<file path="src/rtl/packet_arbiter.sv">
// Weighted round-robin grant arbiter for four packet sources, weights programmed over SPI.
// Define STARVE_WDOG_EN to add per-source starvation watchdogs that override the rotation.
module packet_arbiter #(
    parameter logic [7:0]  ADDR_WEIGHT_FIRST = 8'h20,
    parameter logic [15:0] STARVE_LIMIT      = 16'd1024
) (
    input  logic       SYS_CLK,
    input  logic       RST,
    input  logic [3:0] REQ,
    input  logic       DONE,
    input  logic [7:0] SPI_ADDRESS,
    input  logic [7:0] SPI_DATA,
    input  logic       RISING_SS,
    output logic [3:0] GRANT,
    output logic       GRANT_VALID,
    output logic [1:0] GRANT_IDX,
    output logic [3:0] STARVE
);

    typedef enum logic {SCAN, BUSY} state_t;

    state_t          state_q, state_d;
    logic [1:0]      ptr_q, ptr_d;
    logic [3:0][7:0] weight_q, weight_d;
    logic [3:0][7:0] credit_q, credit_d;
    logic [3:0]      grant_q, grant_d;
    logic            valid_q, valid_d;
    logic [1:0]      idx_q, idx_d;

    logic [3:0]      starveVec;
    logic [3:0]      starveElig;
    logic            starveHit;
    logic [1:0]      starveIdx;
    logic [1:0]      ptrNext;
    logic [7:0]      wOffset;
    logic            eligible;

`ifdef STARVE_WDOG_EN
    logic [3:0][15:0] cnt_q, cnt_d;
    logic [3:0]       starve_q, starve_d;

    // Starve flag is registered alongside its counter so it always equals (cnt_q == STARVE_LIMIT).
    always_comb begin
        cnt_d    = cnt_q;
        starve_d = 4'b0000;
        for (int n = 0; n < 4; n++) begin
            if (!REQ[n] || grant_q[n]) begin
                cnt_d[n] = 16'd0;
            end else if (weight_q[n] != 8'd0 && cnt_q[n] != STARVE_LIMIT) begin
                cnt_d[n] = cnt_q[n] + 16'd1;
            end
            starve_d[n] = (cnt_d[n] == STARVE_LIMIT);
        end
    end

    always_ff @(posedge SYS_CLK or negedge RST) begin
        if (!RST) begin
            cnt_q    <= '0;
            starve_q <= 4'b0000;
        end else begin
            cnt_q    <= cnt_d;
            starve_q <= starve_d;
        end
    end

    assign starveVec = starve_q;
    assign STARVE    = starve_q;
`else
    assign starveVec = 4'b0000;
    assign STARVE    = 4'b0000;
`endif

    always_comb begin
        starveElig = starveVec & REQ;
        starveIdx  = 2'd0;
        for (int n = 3; n >= 0; n--) begin
            if (weight_q[n] == 8'd0) begin
                starveElig[n] = 1'b0;
            end
            if (starveElig[n]) begin
                starveIdx = 2'(n);
            end
        end
        starveHit = |starveElig;
    end

    assign ptrNext  = ptr_q + 2'd1;
    assign wOffset  = SPI_ADDRESS - ADDR_WEIGHT_FIRST;
    assign eligible = REQ[ptr_q] && (weight_q[ptr_q] != 8'd0) && (credit_q[ptr_q] != 8'd0);

    // Reloads read weight_q, so a weight write landing in the same cycle only takes effect next time.
    always_comb begin
        state_d  = state_q;
        ptr_d    = ptr_q;
        weight_d = weight_q;
        credit_d = credit_q;
        grant_d  = grant_q;
        valid_d  = valid_q;
        idx_d    = idx_q;

        unique case (state_q)
            SCAN: begin
                if (starveHit) begin
                    ptr_d   = starveIdx;
                    grant_d = 4'b0001 << starveIdx;
                    valid_d = 1'b1;
                    idx_d   = starveIdx;
                    state_d = BUSY;
                    if (credit_q[starveIdx] != 8'd0) begin
                        credit_d[starveIdx] = credit_q[starveIdx] - 8'd1;
                    end
                end else if (eligible) begin
                    grant_d         = 4'b0001 << ptr_q;
                    valid_d         = 1'b1;
                    idx_d           = ptr_q;
                    credit_d[ptr_q] = credit_q[ptr_q] - 8'd1;
                    state_d         = BUSY;
                end else begin
                    ptr_d             = ptrNext;
                    credit_d[ptrNext] = weight_q[ptrNext];
                end
            end
            BUSY: begin
                if (DONE) begin
                    grant_d = 4'b0000;
                    valid_d = 1'b0;
                    idx_d   = 2'd0;
                    state_d = SCAN;
                    if (credit_q[ptr_q] == 8'd0) begin
                        ptr_d             = ptrNext;
                        credit_d[ptrNext] = weight_q[ptrNext];
                    end
                end
            end
            default: state_d = SCAN;
        endcase

        if (RISING_SS && wOffset < 8'd4) begin
            weight_d[wOffset[1:0]] = SPI_DATA;
        end
    end

    always_ff @(posedge SYS_CLK or negedge RST) begin
        if (!RST) begin
            state_q  <= SCAN;
            ptr_q    <= 2'd0;
            weight_q <= {4{8'd1}};
            credit_q <= {4{8'd1}};
            grant_q  <= 4'b0000;
            valid_q  <= 1'b0;
            idx_q    <= 2'd0;
        end else begin
            state_q  <= state_d;
            ptr_q    <= ptr_d;
            weight_q <= weight_d;
            credit_q <= credit_d;
            grant_q  <= grant_d;
            valid_q  <= valid_d;
            idx_q    <= idx_d;
        end
    end

    assign GRANT       = grant_q;
    assign GRANT_VALID = valid_q;
    assign GRANT_IDX   = idx_q;

endmodule

</file>
<file path="config.mk">
export PLATFORM = sky130hd
export DESIGN_NAME = packet_arbiter
export DESIGN_NICKNAME = d
export VERILOG_FILES = /design/src/rtl/packet_arbiter.sv
export SDC_FILE = /design/constraint.sdc
export NUM_CORES = 1
export LEC_CHECK = 0
export ABC_CLOCK_PERIOD_IN_PS = 8850
export BUFFER_PORTS_ARGS = -buffer_cell sky130_fd_sc_hd__buf_4
export CAP_MARGIN = 20
export CORE_MARGIN = 3
export CORE_UTILIZATION = 40
export CTS_CLUSTER_SIZE = 28
export DETAILED_ROUTE_END_ITERATION = 8
export PLACE_DENSITY = 0.61
export SYNTH_ARGS = -nofsm -noshare
export SYNTH_HDL_FRONTEND = slang
export SYNTH_SLANG_ARGS = --single-unit
export TNS_END_PERCENT = 1
</file>
<file path="constraint.sdc">
create_clock -name SYS_CLK -period 8.85 [get_ports SYS_CLK]
set_input_delay 1.77 -clock SYS_CLK [delete_from_list [all_inputs] [get_ports SYS_CLK]]
set_output_delay 1.77 -clock SYS_CLK [all_outputs]
set_load 0.01 [all_outputs]
</file>
== Word-level counts from Yosys, hierarchy flattened ==
Cells that the tools add are included.

* Multiplexer cells: 37
* Equality and inequality tests: 4
* Shift operators: 1
* Bitwise operators: 1
* $lt $le $gt $ge: 7
* Reductions and logical operators: 12
* Add/sub/neg operators: 3

{| class="wikitable"
|+ Operators by type and width
! cell !! number
|-
| $bwmux 32 || 3
|-
| $mux 32 || 3
|-
| $pmux 32 s2 || 1
|-
| $bmux 8 s2 || 3
|-
| $demux 8 s2 || 3
|-
| $mux 8 || 6
|-
| $reduce_bool 8->1 || 2
|-
| $mux 2 || 5
|-
| $lt 2x3->1 const B || 3
|-
| $logic_not 8->1 || 1
|-
| $lt 8x3->1 const B || 1
|-
| $mux 4 || 2
|-
| $pmux 2 s2 || 2
|-
| $pmux 4 s2 || 1
|-
| $sub 8x1->8 const B || 1
|-
| $sub 8x6->8 const B || 1
|-
| $ge 2x1->1 const B || 3
|-
| $logic_and 1x1->1 || 6
|-
| $ne 2x2->1 const B || 3
|-
| $mux 1 || 5
|-
| $pmux 1 s2 || 2
|-
| $reduce_and 2->1 || 2
|-
| $shl 1x2->4 const A || 1
|-
| $reduce_and 3->1 || 1
|-
| other kinds (4) || 4
|}

* Input port bits: 24
* Register bits: 74
* Word-level logic and storage cells: 78
* Output and inout bits: 11

== Depth between registers and ports, before layout ==
Gate-level depths: netlist (run 1).

* Word-level depth: 9
* Depth in mapped cells: 11
* Mapped depth without buffers: 8

== Worst setup path after synthesis (run 1) ==
OpenSTA, ideal clock, no wires.

* Path type: input-to-reg
* Start: in SPI_ADDRESS[5]
* End: reg weight_q[1] (netlist bit)
* Path buffers: 0
* Setup time: 125 ps
* Setup slack: 5380 ps
* Stages: 6
* Data required time: 8725 ps
* Arrival time: 3346 ps
* Cells stage by stage: inv_1 > ha_1 > xnor2_1 > nand4_1 > nor3_1 > mux2_2

* Cells in the longest elaborated chain, start to end: 3

{| class="wikitable"
|+ RTL lines
! what !! RTL line !! text
|-
| from (decl) || 11 || <nowiki>input logic [7:0] SPI_ADDRESS,</nowiki>
|-
| $sub 8x6->8 || 88 || <nowiki>assign wOffset = SPI_ADDRESS - ADDR_WEIGHT_FIRST;</nowiki>
|-
| $lt 8x3->1 || 138 || <nowiki>if (RISING_SS && wOffset < 8'd4) begin</nowiki>
|-
| $logic_and 1x1->1 || 138 ||
|-
| to (signal assigned) || 147 || <nowiki>weight_q <= {4{8'd1}};</nowiki>
|-
| to (signal assigned) || 155 || <nowiki>weight_q <= weight_d;</nowiki>
|-
| to (decl) || 24 || <nowiki>logic [3:0][7:0] weight_q, weight_d;</nowiki>
|}

Every way passes these cells.
A chain may end at the register's enable or synchronous reset.

== Worst setup path in the final report (run 1) ==
* Start: reg ptr_q[0]
* End: reg credit_q[27] (netlist bit)

* Cells in the longest elaborated chain, start to end: 9
* Elaborated cells between the ends (all ways): 33
* Those cells by class: add/sub (2); order compare (4); eq/ne (1); mux (18); reduce/logical (8)

{| class="wikitable"
|+ RTL lines
! what !! RTL line !! text
|-
| from (decl) || 23 || <nowiki>logic [1:0] ptr_q, ptr_d;</nowiki>
|-
| from (signal assigned) || 154 || <nowiki>ptr_q <= ptr_d;</nowiki>
|-
| $add 2x1->2 || 87 || <nowiki>assign ptrNext = ptr_q + 2'd1;</nowiki>
|-
| $lt 2x3->1 (implied by the code) / $ge 2x1->1 (equally long branches) || 120, 131 ||
|-
| $logic_and 1x1->1 (implied by the code) || 120, 131 ||
|-
| $mux 8 (implied by the code) || 120, 131 ||
|-
| $demux 8 s2 || 120, 131 ||
|-
| $bwmux 32 || 120, 131 ||
|-
| $mux 32 || 129 || <nowiki>if (credit_q[ptr_q] == 8'd0) begin</nowiki>
|-
| $mux 32 || 124 || <nowiki>if (DONE) begin</nowiki>
|-
| $pmux 32 s2 || 101 || <nowiki>unique case (state_q)</nowiki>
|-
| to (signal assigned) || 148 || <nowiki>credit_q <= {4{8'd1}};</nowiki>
|-
| to (signal assigned) || 156 || <nowiki>credit_q <= credit_d;</nowiki>
|-
| to (decl) || 25 || <nowiki>logic [3:0][7:0] credit_q, credit_d;</nowiki>
|}

Several ways; a longest one is shown, not always the timed one. The select of a mux whose other input is x is not followed.

==> summary.md, run 1 <==
| Metric | Value |
|---|---|
| Sw Pwr | `~0.74 mW` |
| Final period util | `0.403` |
| Worst-path fanout max | `16` |
| Worst EP required | `about 9 ns` |
| Number of CTS-inserted buffers | `9` |
| Synth area leaders | `dfrtp_1 39%, mux2_2 13%, mux4_2 7.9%` |
| Largest family of logic cells by synthesized area | `multiplexers` |
| Area growth syn-to-layout | `11.3%` |
| Hold Slack | `roughly 0.51 ns` |
| Post-synth top flop | `dfrtp_1` |
| Post-synth EDFFs | `0` |
| Initial Util | `0.413` |
| Clock Latency Late Sink | `between 0.3 and 0.4 ns` |
| Post-Syn Area | `around 4300 sq um` |
| Crit path kind | `register to register` |
| Synth Instances | `about 350` |
| Post-Place Cell Area | `4540 sq um` |
| Nets | `between 400 and 500` |
| Avg Inst Size Synth | `about 12 sq um` |
| Final min period | `3.57 ns` |
| Switch share | `0.437` |
| Gr ovfl total | `0` |
| CP endpoint kind | `register` |
| Post-synthesis simple-gate area fraction | `0.0990` |
| Final wirelength | `10300 um` |
| IO Pins | `35` |
| Row Count | `37` |
| # setup viols final | `0` |
| Hold crit path type | `register to register` |
| Die width | `109 um` |
| Setup Fix Bufs, Post-CTS | `0` |
| Via count | `just over 3000` |
| CTS resizes | `0` |
| Synth top area share | `0.388` |
| Seq pwr share | `0.311` |
| Clock root buffer | `clkbuf_8` |
| Clk pwr share | `0.160` |
| Comb pwr share | `0.529` |
| Achievable Freq | `between 200 and 300 MHz` |
| Setup crit start kind | `register` |
| Placed insts | `approximately 500` |
| Drt first-iter violations | `roughly 270` |
| Setup TNS | `0 ns` |
| Largest net degree at the start of global routing | `75` |
| Total track usage | `0.190` |
| Drt drc | `0` |
| Outcome | `complete, no violations` |
| Vias in the first global route | `around 3000` |
| Internal power | `between 0.9 and 1 mW` |
| Core ar. | `roughly 10000 sq um` |
| Post-synthesis xor/xnor area fraction | `0.0165` |
| Rel. slew slack | `0.367` |
| Max-slew violations | `0` |
| CP max stage delay | `roughly 0.70 ns` |
| Yosys warnings | `0` |
| First-pass GRT wire length | `roughly 17000 um` |
| Final instance area | `around 4700 sq um` |
| Reg clk slew, reported paths | `approximately 0.090 ns` |
| Critical Path Slowest Stage Cell | `dfrtp_1` |
| DR pass1 iterations | `8` |
| Worst-margin pin slew | `0.950 ns` |
| Yosys reg bits | `74` |
| Vias per inst | `between 5 and 6` |
| RSZ-0062 raised after global routing | `no` |
| Multiplexer share of the synthesized area | `0.249` |
| Complex-gate fraction of the synthesized area | `0.115` |
| Longest Clk Path Bufs | `2` |
| PortBufs | `30` |
| Cell with the most instances after synthesis | `dfrtp_1` |
| CP Buf/Inv Count | `1` |
| Distinct cell type count after synthesis | `40` |
| Worst vdd ir | `214 uV` |
| Routability cong. | `between 0.8 and 0.9` |
| # hold bufs at CTS | `0` |
| Routed WL per cell | `19.8 um` |
| Synth area leader | `dfrtp_1` |
| Top cells by count, synth | `66 x dfrtp_1, 49 x mux2_2, 24 x nor3_1, 21 x inv_1, 21 x nand2_1` |
| Initial antenna violation count | `0` |
| Clk sinks | `between 70 and 80` |
| H-tree levels | `3` |
| Skew final | `between 0.01 and 0.015 ns` |
| DPL Wire Length | `roughly 7200 um` |
| Sequential element share of the synthesized area | `0.437` |
| Synth Area in Adders | `0.0323` |
| CTS tree | `yes` |
| Worst path top cell family by delay | `compound AO/OA/AOI/OAI gates` |
| Power Density | `~360 nW/um^2` |
| Cell Chain, Critical Path | `buf_4 -> mux4_2 -> nor4_4 -> a41o_1 -> o21ai_1 -> a221o_1` |
| Non-filler instance count after layout | `around 520` |
| Ys async rst share | `1.00` |
| Die area | `around 12000 sq um` |
| Layout cells sized above 1 | `0.334` |
| Final Hold Fails | `0` |
| Arr. time, crit path | `between 3 and 4 ns` |
| Post-route ant nets | `0` |
| Antenna fix cells | `0` |
| Max_cap viols | `0` |
| P_leak | `approximately 2.2 nW` |
| Die H | `approximately 110 um` |
## power by group through the flow
stage	Sequential [mW]	Combinational (mW)	Clock, mW
5_1_grt	0.537	0.982	0.294
3_3_place_gp	0.526	0.878	0
3_5_place_dp	0.529	0.887	0
2_1_floorplan	0.499	0.717	0
4_1_cts	0.522	0.891	0.276
6_report	0.524	0.891	0.270
## kinds of logic (layout without fill, tap and decap cells)
| kind of cell | count (synthesis) | count (layout) |
|---|---|---|
| AO/OA/AOI/OAI | 57 | 57 |
| adder cells (fa/ha/maj) | 11 | 11 |
| buffers and inverters | 40 | 69 |
| flip-flops | 74 | 74 |
| AND/OR/NAND/NOR | 82 | 82 |
| other | 1 | 4 |
| XOR/XNOR | 8 | 8 |
| multiplexers | 81 | 81 |
## sequential cells by signal, summed over array words and instances, names as in the netlist
signal / flops
ptr_q: 2
weight_q: 32
GRANT: 4
GRANT_VALID: 1
GRANT_IDX: 2
credit_q: 32
state_q: 1
## final cells by class
class,instances,area [sq um]
flip-flops and latches,74,1860
multi-input cells,243,2190
inverters,21,78.8
well taps,136,170
repair buffers,32,240
fillers,976,5580
clock buffers,9,124
clock inverters,7,75.1
## layout by cell type, fill, tap and decap left out, types with 11 or more instances in the layout
cell type,n
mux2_2,49
mux4_2,15
dfrtp_1,66
ha_1,11
a221o_1,20
nor3_1,24
mux2i_1,17
nand2_1,21
buf_4,31
inv_1,21
nor2_1,12
## worst reg2reg max path, delay by kind of cell (launching register included)
family | cells | cell delay, ns
AO/OA/AOI/OAI | 3 | 1.53
buffers and inverters | 1 | 0.35
multiplexers | 1 | 0.59
AND/OR/NAND/NOR | 1 | 0.29
flip-flops | 1 | 0.70
## worst paths after layout
path / slack (ns) / depth (start not counted) / startpoint / end
max in group asynchronous: 6.67 / 1 / RST / weight_q[10]$_DFFE_PN0P_
min in group asynchronous: 1.55 / 1 / RST / credit_q[13]$_DFFE_PN0P_
worst min-delay path: 0.51 / 1 / GRANT_VALID$_DFFE_PN0P_ / GRANT_VALID$_DFFE_PN0P_
worst max register to register: 5.28 / 6 / ptr_q[0]$_DFFE_PN0P_ / credit_q[27]$_DFFE_PN0P_
worst max-delay path: 5.28 / 6 / ptr_q[0]$_DFFE_PN0P_ / credit_q[27]$_DFFE_PN0P_
worst min register to register: 0.51 / 1 / GRANT_VALID$_DFFE_PN0P_ / GRANT_VALID$_DFFE_PN0P_
## through the flow
stage,worst slack [ns],utilization,total power [mW]
2_1_floorplan,5.38,-,1.22
4_1_cts,5.31,0.459,1.69
6_report,5.28,0.459,1.68
3_3_place_gp,5.03,0.439,1.40
5_1_grt,5.03,0.459,1.81
3_5_place_dp,4.97,0.439,1.42
## metal layers
layer	vias to the layer above	GRT usage	wire [um]
met5	-	0	0
met4	0	0.0401	96
met3	7	0.0545	654
met2	96	0.291	4780
met1	1528	0.269	4790
li1	1397	-	-
Power figures use the tool's default switching activity.
==> run 2: changes to the inputs <==
--- a/config.mk
+++ b/config.mk
@@ -5,14 +5,15 @@
 export SDC_FILE = /design/constraint.sdc
 export NUM_CORES = 1
 export LEC_CHECK = 0
-export ABC_CLOCK_PERIOD_IN_PS = 8850
+export ABC_AREA = 1
+export ABC_CLOCK_PERIOD_IN_PS = 3100
 export BUFFER_PORTS_ARGS = -buffer_cell sky130_fd_sc_hd__buf_4
 export CAP_MARGIN = 20
 export CORE_MARGIN = 3
 export CORE_UTILIZATION = 40
 export CTS_CLUSTER_SIZE = 28
 export DETAILED_ROUTE_END_ITERATION = 8
-export PLACE_DENSITY = 0.61
+export PLACE_DENSITY = 0.63
 export SYNTH_ARGS = -nofsm -noshare
 export SYNTH_HDL_FRONTEND = slang
 export SYNTH_SLANG_ARGS = --single-unit
==> constraint.sdc (replaced) <==
create_clock -name SYS_CLK -period 3.1 [get_ports SYS_CLK]
set_input_delay 0.62 -clock SYS_CLK [delete_from_list [all_inputs] [get_ports SYS_CLK]]
set_output_delay 0.62 -clock SYS_CLK [all_outputs]
set_load 0.01 [all_outputs]
==> summary.md, run 2 <==
| Metric | Value |
|---|---|
| Layout cells sized above 1 | `0.128 (-0.207)` |
| Largest net degree at the start of global routing | `75 (unchanged)` |
| Critical Path Slowest Stage Cell | `o22ai_1` |
| Final wirelength | `13700 um (+33%)` |
| Area growth syn-to-layout | `13.5%` |
| Worst vdd ir | `590 uV (+180%)` |
| Final worst slack | `0.662 ns (-4.62 ns)` |
| Synth area leader | `dfrtp_1` |
| Final Hold Fails | `0 (unchanged)` |
| Fillers | `1124 (+15%)` |
| Cell with the most instances after synthesis | `nand2_1` |
| Final min period | `2.44 ns (-1.13 ns)` |
| CTS tree | `yes` |
| Drt drc | `0 (unchanged)` |
| Arr. time, crit path | `2.70 ns (-1.10 ns)` |
| Most common cell after layout, fill and taps aside | `nand2_1` |
| Clock Latency Late Sink | `0.34 ns (about the same)` |
| Yosys warnings | `0 (unchanged)` |
| Commonest cells after routing, fill and taps aside | `293 x nand2_1, 72 x nand3_1, 66 x dfrtp_1` |
| Hold crit path type | `input pin to asynchronous set/reset pin` |
| CTS resizes | `0 (unchanged)` |
| Post-Syn Area | `4620 sq um (+8.5%)` |
| Via count | `4515 (+49%)` |
| Die width | `113 um (+3.9%)` |
| R2r endpoint | `credit_q[29]$_DFFE_PN0P_` |
| PortBufs | `30 (unchanged)` |
| Routability cong. | `0.945 (+14%)` |
| Cell Chain, Critical Path | `inv_2 -> ha_1 -> inv_1 -> o21ai_0 -> o22ai_1 -> nand2_1 -> nand3_1 -> nand2_1 -> o21ai_1` |
| Drt first-iter violations | `411 (+51%)` |
| Row Count | `38 (+2.7%)` |
| DR pass1 iterations | `5 (-3)` |
| Crit path kind | `register to register` |
| Met1 Track Usage GR | `0.296 (+0.0275)` |
| Rel. slew slack | `0.374 (+0.00754)` |
| Setup TNS | `0 ns (unchanged)` |
| Initial Util | `0.417 (+0.00466)` |
| Synth Instances | `668 (+89%)` |
| Post-layout util | `0.473 (+0.0140)` |
| Power Density | `1180 nW/um^2 (+230%)` |
| Top cells by count, synth | `293 x nand2_1, 72 x nand3_1, 66 x dfrtp_1, 62 x o21ai_0, 36 x inv_1` |
| Worst-margin pin slew | `0.939 ns (-0.0113 ns)` |
| Clock root buffer | `clkbuf_16` |
| Worst path top cell family by delay | `compound AO/OA/AOI/OAI gates` |
| Worst path most repeated cell | `nand2_1` |
| Met2 GRT Util | `0.356 (+0.0657)` |
| # hold bufs at CTS | `0 (unchanged)` |
| Max_cap viols | `0 (unchanged)` |
| Outcome | `complete, no violations` |
| Post-synth top flop | `dfrtp_1` |
| Clk sinks | `74 (unchanged)` |
| Total track usage | `0.221 (+0.0311)` |
| Reg clk slew, reported paths | `0.06 ns (-0.03 ns)` |
| Yosys reg bits | `74 (unchanged)` |
| Achievable Freq | `410 MHz (+46%)` |
| Avg Inst Size Synth | `6.92 sq um (-42%)` |
| Final instance area | `5240 sq um (+11%)` |
| H-tree levels | `3 (unchanged)` |
| Gr ovfl total | `0 (unchanged)` |
| CP Buf/Inv Count | `2 (+1)` |
| Die H | `113 um (+3.9%)` |
| Vias per inst | `5.39 (-7.0%)` |
| Sequential element share of the synthesized area | `0.403 (-0.0343)` |
| RSZ-0062 raised after global routing | `no` |
| Worst EP required | `3.36 ns (-5.72 ns)` |
| Ys async rst share | `1.00 (unchanged)` |
| DPL Wire Length | `9790 um (+36%)` |
| Distinct cell type count after synthesis | `33 (-18%)` |
| Worst reg2reg path startpoint | `ptr_q[0]$_DFFE_PN0P_` |
| Post-route ant nets | `0 (unchanged)` |
| GRT met3 Usage | `0.0477 (-0.00672)` |
| Worst-path fanout max | `18 (+2)` |
| First-pass GRT wire length | `22400 um (+31%)` |
| GR peak layer | `met2` |
| Synth top area share | `0.357 (-0.0304)` |
| Worst r2r path cells | `9 (+3)` |
| CP endpoint kind | `register` |
| Max-slew violations | `0 (unchanged)` |
| Post-Place Cell Area | `4940 sq um (+8.9%)` |
| Skew final | `0.00638 ns (-0.00392 ns)` |
| # setup viols final | `0 (unchanged)` |
| Final period util | `0.787 (+0.383)` |
| Routed WL per cell | `16.4 um (-17%)` |
| Vias in the first global route | `4224 (+39%)` |
| Setup crit start kind | `register` |
| Post-synth EDFFs | `0 (unchanged)` |
| Core ar. | `11100 sq um (+7.3%)` |
| Longest Clk Path Bufs | `2 (unchanged)` |
| Place WS | `0.661 ns (-4.31 ns)` |
| Initial antenna violation count | `0 (unchanged)` |
| Synth area leaders | `dfrtp_1 36%, nand2_1 24%, nand3_1 7.8%` |
| IO Pins | `35 (unchanged)` |
| R2r setup slk | `0.66 ns (-4.62 ns)` |
| Nets | `727 (+75%)` |
| Antenna fix cells | `0 (unchanged)` |
| Number of CTS-inserted buffers | `9 (unchanged)` |
| P_leak | `2.62 nW (+22%)` |
| Setup Fix Bufs, Post-CTS | `0 (unchanged)` |
| Die area | `12900 sq um (+8.1%)` |
| CP max stage delay | `0.47 ns (-0.23 ns)` |
==> run 2: layout make-up <==
cell class,instances,area [sq um],area share
multi-input combinational,525,2430,0.464
sequential,74,1860,0.355
timing repair buffer,43,323,0.0616
clock buffer,10,239,0.0456
tap,140,175,0.0334
inverter,39,149,0.0284
clock inverter,6,65.1,0.0124
==> run 2: how the worst max path moves through the flow <==
| stage | startpoint | end | slack, ns | depth (start not counted) |
|---|---|---|---|---|
| floorplan | ptr_q[0]$_DFFE_PN0P_ | credit_q[13]$_DFFE_PN0P_ | 0.67 | 13 |
| global placement | SPI_ADDRESS[5] | weight_q[6]$_DFFE_PN0P_ | 0.74 | 7 |
| detailed placement | SPI_ADDRESS[5] | weight_q[17]$_DFFE_PN0P_ | 0.66 | 7 |
| CTS | ptr_q[0]$_DFFE_PN0P_ | credit_q[29]$_DFFE_PN0P_ | 0.71 | 12 |
| global route | ptr_q[0]$_DFFE_PN0P_ | credit_q[29]$_DFFE_PN0P_ | 0.51 | 13 |
| finish | ptr_q[0]$_DFFE_PN0P_ | credit_q[29]$_DFFE_PN0P_ | 0.66 | 9 |
==> run 2: where the power goes <==
group	internal, mW	total, mW	switching, mW
Clock	0.646	1.07	0.425
Sequential	1.22	1.41	0.188
Combinational	1.11	3.69	2.58
==> run 2: per-stage QoR <==
step | cells | power [mW] | hold slack [ns]
floorplan | 671 | 3.95 | 0.324
global placement | 821 | 4.94 | 0.471
detailed placement | 821 | 5.02 | 0.479
CTS | 837 | 6.10 | 0.464
global route | 837 | 6.62 | 0.506
finish | 837 | 6.17 | 0.418
==> run 2: logic make-up (layout without fill, tap and decap cells) <==
| kind of cell | Yosys count | in the layout | synth area share |
|---|---|---|---|
| adders and majority gates | 11 | 11 | 0.0298 |
| buffers and inverters | 72 | 98 | 0.0736 |
| xor gates and xnor gates | 4 | 4 | 0.00758 |
| other | 1 | 4 | 0.000811 |
| and+or+nand+nor | 412 | 412 | 0.370 |
| DFF | 74 | 74 | 0.403 |
| AOI/OAI and AO/OA | 94 | 94 | 0.115 |
==> run 2: metal layers <==
layer  share of wire  routed length (um)
met4           0.020                 277
met3           0.075                1020
met1            0.43                5880
met5               0                   0
met2            0.48                6510
